$ cat src/rtl/sd_demux2.sv
// sd_demux2: srdy/drdy 1:2 demultiplexer. It collects two half-width tokens,
// upper half first, and emits one full-width token. p_data and p_srdy come
// straight from flops. c_drdy depends only on the phase, p_srdy and p_drdy,
// so an enmux/demux pair never forms a combinational loop through c_srdy.
module sd_demux2 #(
  parameter int width = 8
) (
  input  logic               clk,
  input  logic               reset,
  input  logic               c_srdy,
  output logic               c_drdy,
  input  logic [width/2-1:0] c_data,
  output logic               p_srdy,
  input  logic               p_drdy,
  output logic [width-1:0]   p_data,
  output logic               partial
);

  localparam int HW = width / 2;

  typedef enum logic {
    S_UPPER = 1'b0,
    S_LOWER = 1'b1
  } state_t;

  state_t          state_q, state_d;
  logic [HW-1:0]   hold_upper_q, hold_upper_d;
  logic [width-1:0] p_data_q, p_data_d;
  logic            p_srdy_q, p_srdy_d;

  logic            c_xfer;
  logic            p_xfer;

  // An upper half can always be taken because it lands in hold_upper, not in
  // the output register. A lower half needs the output slot to be empty, or
  // to be draining on this same edge.
  assign c_drdy  = (state_q == S_UPPER) | ~p_srdy_q | p_drdy;
  assign c_xfer  = c_srdy & c_drdy;
  assign p_xfer  = p_srdy_q & p_drdy;

  assign p_srdy  = p_srdy_q;
  assign p_data  = p_data_q;
  assign partial = (state_q == S_LOWER);

  // Next-state logic: advance the phase and load halves on each input transfer.
  always_comb begin
    state_d      = state_q;
    hold_upper_d = hold_upper_q;
    p_data_d     = p_data_q;
    p_srdy_d     = p_srdy_q;

    // A drain with no new word behind it empties the slot.
    if (p_xfer) begin
      p_srdy_d = 1'b0;
    end

    if (c_xfer) begin
      if (state_q == S_UPPER) begin
        hold_upper_d = c_data;
        state_d      = S_LOWER;
      end else begin
        // A load wins over a same-edge drain, so p_srdy stays high.
        p_data_d = {hold_upper_q, c_data};
        p_srdy_d = 1'b1;
        state_d  = S_UPPER;
      end
    end
  end

  // Control flops. Reset drops any held half and any pending output token,
  // and it takes priority over a transfer on the same edge.
  always_ff @(posedge clk) begin
    if (reset) begin
      state_q  <= S_UPPER;
      p_srdy_q <= 1'b0;
    end else begin
      state_q  <= state_d;
      p_srdy_q <= p_srdy_d;
    end
  end

  // Data flops have no reset. Their contents do not matter until the first load.
  always_ff @(posedge clk) begin
    hold_upper_q <= hold_upper_d;
    p_data_q     <= p_data_d;
  end

endmodule

$ cat config.mk
export PLATFORM = sky130hd
export DESIGN_NAME = sd_demux2
export DESIGN_NICKNAME = d
export VERILOG_FILES = /design/src/rtl/sd_demux2.sv
export SDC_FILE = /design/constraint.sdc
export NUM_CORES = 1
export LEC_CHECK = 0
export BUFFER_PORTS_ARGS = -buffer_cell sky130_fd_sc_hd__buf_2
export CAP_MARGIN = 20
export CORE_AREA = 4 4 41 43
export CTS_BUF_LIST = sky130_fd_sc_hd__clkbuf_2 sky130_fd_sc_hd__clkbuf_4 sky130_fd_sc_hd__clkbuf_8
export DETAILED_ROUTE_END_ITERATION = 10
export DIE_AREA = 0 0 45 47
export PLACE_DENSITY = 0.72
export SLEW_MARGIN = 40
export SYNTH_ARGS = -nofsm -noshare
export SYNTH_HDL_FRONTEND = slang
export SYNTH_SLANG_ARGS = --single-unit
$ cat constraint.sdc
create_clock -name clk -period 1.5 [get_ports clk]
set_clock_uncertainty 0.15 [all_clocks]
set_input_delay 0 -clock clk [delete_from_list [all_inputs] [get_ports clk]]
set_output_delay 0 -clock clk [all_outputs]
set_load 0.01 [all_outputs]
[Yosys cells after proc, flatten, opt, wreduce, memory -nomap -nowiden]
Cells that the tools add are included.
Word-level totals
  logic and storage cells: 16
  output and inout bits: 11
  input port bits: 8
  register bits: 14
Cells by class
  multiplexer cells: 4
  reductions and logical operators: 2
  bitwise logic cells: 6
Operators by type and width (number)
  $mux W1: 4
  $reduce_and A2 Y1: 2
  $and A1 B1 Y1: 2
  $not A1 Y1: 2
  $or A1 B1 Y1: 2

[Longest topological paths before layout]
  depth in word-level cells: 5
  depth in mapped cells: 2

[Least setup slack after synthesis]
OpenSTA, ideal clock, no wires.
  kind: register to register
  from: reg p_srdy_q (netlist: p_srdy)
  to: reg p_data_q[0] (netlist: p_data[0]), enable pin
  arrival time: 0.917 ns
  path buffers: 0
  path slack: 0.062 ns
  stages on the path, launching flop included: 3
  data required time: 0.980 ns
  setup time: 0.370 ns
  cell sequence: dfxtp_1 > and2b_2 > nor2_1
On the way
  longest elaborated chain between the ends: 5
RTL lines
  from (decl): RTL line 29  | logic p_srdy_q, p_srdy_d;
  from (signal assigned): RTL line 78  | p_srdy_q <= p_srdy_d;
  $not A1 Y1: RTL line 37  | assign c_drdy = (state_q == S_UPPER) | ~p_srdy_q | p_drdy;
  $or A1 B1 Y1 (2 in a row): RTL line 37
  $and A1 B1 Y1: RTL line 38  | assign c_xfer = c_srdy & c_drdy;
  $reduce_and A2 Y1 (no line)
  to (signal assigned): RTL line 85  | p_data_q <= p_data_d;
  to (decl): RTL line 28  | logic [width-1:0] p_data_q, p_data_d;
Every way passes these cells.
A chain may end at the register's enable or synchronous reset.

==> flow_summary.json <==
{
  "syn_nets": 31,
  "tritoncts_num_sinks": 14,
  "postPlaceCellArea_sq_um": 569.3,
  "slew-limit-headroom_pct": 88.88,
  "detailedRoute.firstIterationViolations": 2,
  "grt_pass1_vias": 318,
  "ys_ff_latch": 14,
  "netlist_instances": 23,
  "cellLeakagePower_nw": 0.2837,
  "drt_pass1_iterations": 2,
  "layout.nets": 63,
  "place.detailed.hpwl_microns": 516.6,
  "cell_area_after_synthesis_sq_um": 452.9,
  "finalWorstPathRequiredPeriod_ns": 1.433,
  "slew_violations": 0,
  "max-cap-violations": 0,
  "final_design_area_no_fill_sq_um": 680.7,
  "groute.usage.overall_pct": 11.35,
  "rows": 13,
  "die_h_microns": 47,
  "summed_negative_setup_slack_over_all_endpoints_ns": 0,
  "irDropWorstVdd_mv": 0.7397,
  "clock_latency_on_the_worst_skew_pair_ns": 0.27,
  "wl_microns": 922,
  "mostFrequentLayoutCells": "18 x sky130_fd_sc_hd__buf_2, 12 x sky130_fd_sc_hd__edfxtp_1, 8 x sky130_fd_sc_hd__dlygate4sd3_1",
  "die_w_microns": 45,
  "holdCritPathClass": "input port to register",
  "clkSlewWorstSetupHoldPaths_ns": 0.08,
  "timing.final.setup_violations": 0,
  "grt_setup_unrepaired": "no",
  "finalCritPeriodShare_pct": 95.51,
  "max_stage_delay_ns": 0.56,
  "path_max_fanout": 2,
  "drt-vias-per-instance": 4.362,
  "io_pins": 19,
  "cts_post_setup_buffers_inserted": 0,
  "antenna_violating_nets_left": 0,
  "startpoint_type": "input port",
  "final_common_cell": "sky130_fd_sc_hd__buf_2",
  "cts_buffers": 3,
  "layout-drive-gt1-share_pct": 46.30,
  "crit_chain": "dlygate4sd3_1 -> buf_2 -> o21bai_1 -> a31oi_1 -> dlygate4sd3_1",
  "type_of_the_setup_path_with_the_least_slack": "input port to register",
  "critPathArrivalTime_ns": 1.49,
  "port_buffers": 18,
  "tritoncts_clock_tree": "built",
  "cts-htree-levels": 1,
  "core_area_sq_mm": 0.001301,
  "grt_start_max_net_pins": 9,
  "initial_antenna_violation_count": 0,
  "report.final.hold_viol_count": 0,
  "synth_area_per_cell_sq_um": 19.69,
  "route.vias.total": 301,
  "endpoint_kind": "register",
  "worst_pin_slew_ns": 0.1667,
  "design.die.area_sq_mm": 0.002115,
  "timing.critical_path.mode_cell": "sky130_fd_sc_hd__dlygate4sd3_1",
  "final_core_util_pct": 52.31,
  "grt_first_pass_wirelength_microns": 1531,
  "area.growth.synth_to_final_pct": 50.28,
  "finalWeightedCongestion": 0.6574,
  "floorplan.initialDensity_pct": 34.81,
  "critical-path-slowest-cell": "sky130_fd_sc_hd__dlygate4sd3_1",
  "antenna-diode-count": 0,
  "worst_ep_required_time_ns": 1.56,
  "synth.yosys.seq_area_share_pct": 88.40,
  "power.density_cell_area_mw_per_mm2": 1102,
  "drc": 0,
  "wire_per_inst_microns": 13.36,
  "clockBufferDepth": 2,
  "nFillCells": 112,
  "synth.distinct_cells": 10,
  "grt-ovfl-total": 0,
  "cts.root.buffer_cell": "sky130_fd_sc_hd__clkbuf_4",
  "synth-warning-count": 0,
  "maxClockFrequency_ghz": 0.6980,
  "outcome": "finished, final reports clean"
}
-- registers in the layout (all words and copies together), names as in the netlist --
| name | cells |
|---|---|
| p_srdy | 1 |
| p_data | 8 |
| hold_upper_q | 4 |
| partial | 1 |
-- per-stage QoR --
step	hold slack (ns)	worst slack [ns]	cells	power, mW
final	0.2535	0.06735	69	0.7498
after global routing	0.2617	0.04574	69	0.7900
after CTS	0.2495	0.1030	69	0.7492
after detailed placement	0.02483	0.2788	57	0.5053
after global placement	0.01959	0.3026	57	0.5043
after floorplan	-0.08093	0.06243	23	0.4778
-- layer usage --
metal | vias up | part of all wire [%] | track usage, % | routed length (microns)
met5 | - | 0 | 0 | 0
met4 | 0 | 0 | 7.018 | 0
met3 | 0 | 12 | 6.513 | 108
met2 | 16 | 53 | 19.77 | 492
met1 | 137 | 35 | 10.05 | 321
li1 | 148 | - | - | -
-- cell usage after synthesis --
library cell               count  area (sq um)
sky130_fd_sc_hd__nand2_1       2         7.510
sky130_fd_sc_hd__and2b_1       1         7.510
sky130_fd_sc_hd__nand2b_1      1         6.260
sky130_fd_sc_hd__a31oi_1       1         6.260
sky130_fd_sc_hd__a21oi_1       1         5.000
sky130_fd_sc_hd__nor2_1        1         3.750
sky130_fd_sc_hd__and2b_2       1         8.760
sky130_fd_sc_hd__dfxtp_1       2         40.04
sky130_fd_sc_hd__edfxtp_1     12         360.4
sky130_fd_sc_hd__o21bai_1      1         7.510
-- power by group --
| part | switching, mW | total, mW | internal, mW |
|---|---|---|---|
| registers | 0.00740 | 0.452 | 0.444 |
| logic | 0.0297 | 0.0649 | 0.0352 |
| clock network | 0.112 | 0.233 | 0.121 |
-- kinds of logic after synthesis --
logic type      count (synthesis)  share of synthesized area, %
compound gates                  3                         4.144
flops                          14                         88.40
simple gates                    6                         7.460
-- repair_timing --
| action | in CTS | in global routing |
|---|---|---|
| hold endpoints to repair | 10 | 0 |
| resized for setup | 0 | 1 |
| setup endpoints to repair | 0 | 1 |
| hold buffers | 8 | 0 |
-- final cells by class --
cell class	instances	area [sq um]	share of cell area, %
clock buffer	4	30.03	4.412
tap	15	18.77	2.757
multi-input combinational	9	52.55	7.721
sequential	14	401.6	59.01
timing repair buffer	27	177.7	26.10
-- final timing paths --
| check | cells after the start | slack (ns) | startpoint | to |
|---|---|---|---|---|
| setup / recovery | 5 | 0.07 | reset | partial |
| setup reg to reg | 3 | 0.11 | p_srdy | partial |
| hold reg to reg | 0 | 0.29 | hold_upper_q[0] | p_data[4] |
| hold / removal | 4 | 0.25 | p_drdy | p_data[3] |
-- worst max-delay path: cells and delay by family --
kind / cells / cell delay [ns]
buffers and inverters: 3 / 1.22
AO/OA/AOI/OAI: 2 / 0.27
Note: power is estimated with default switching activity, not from simulation.
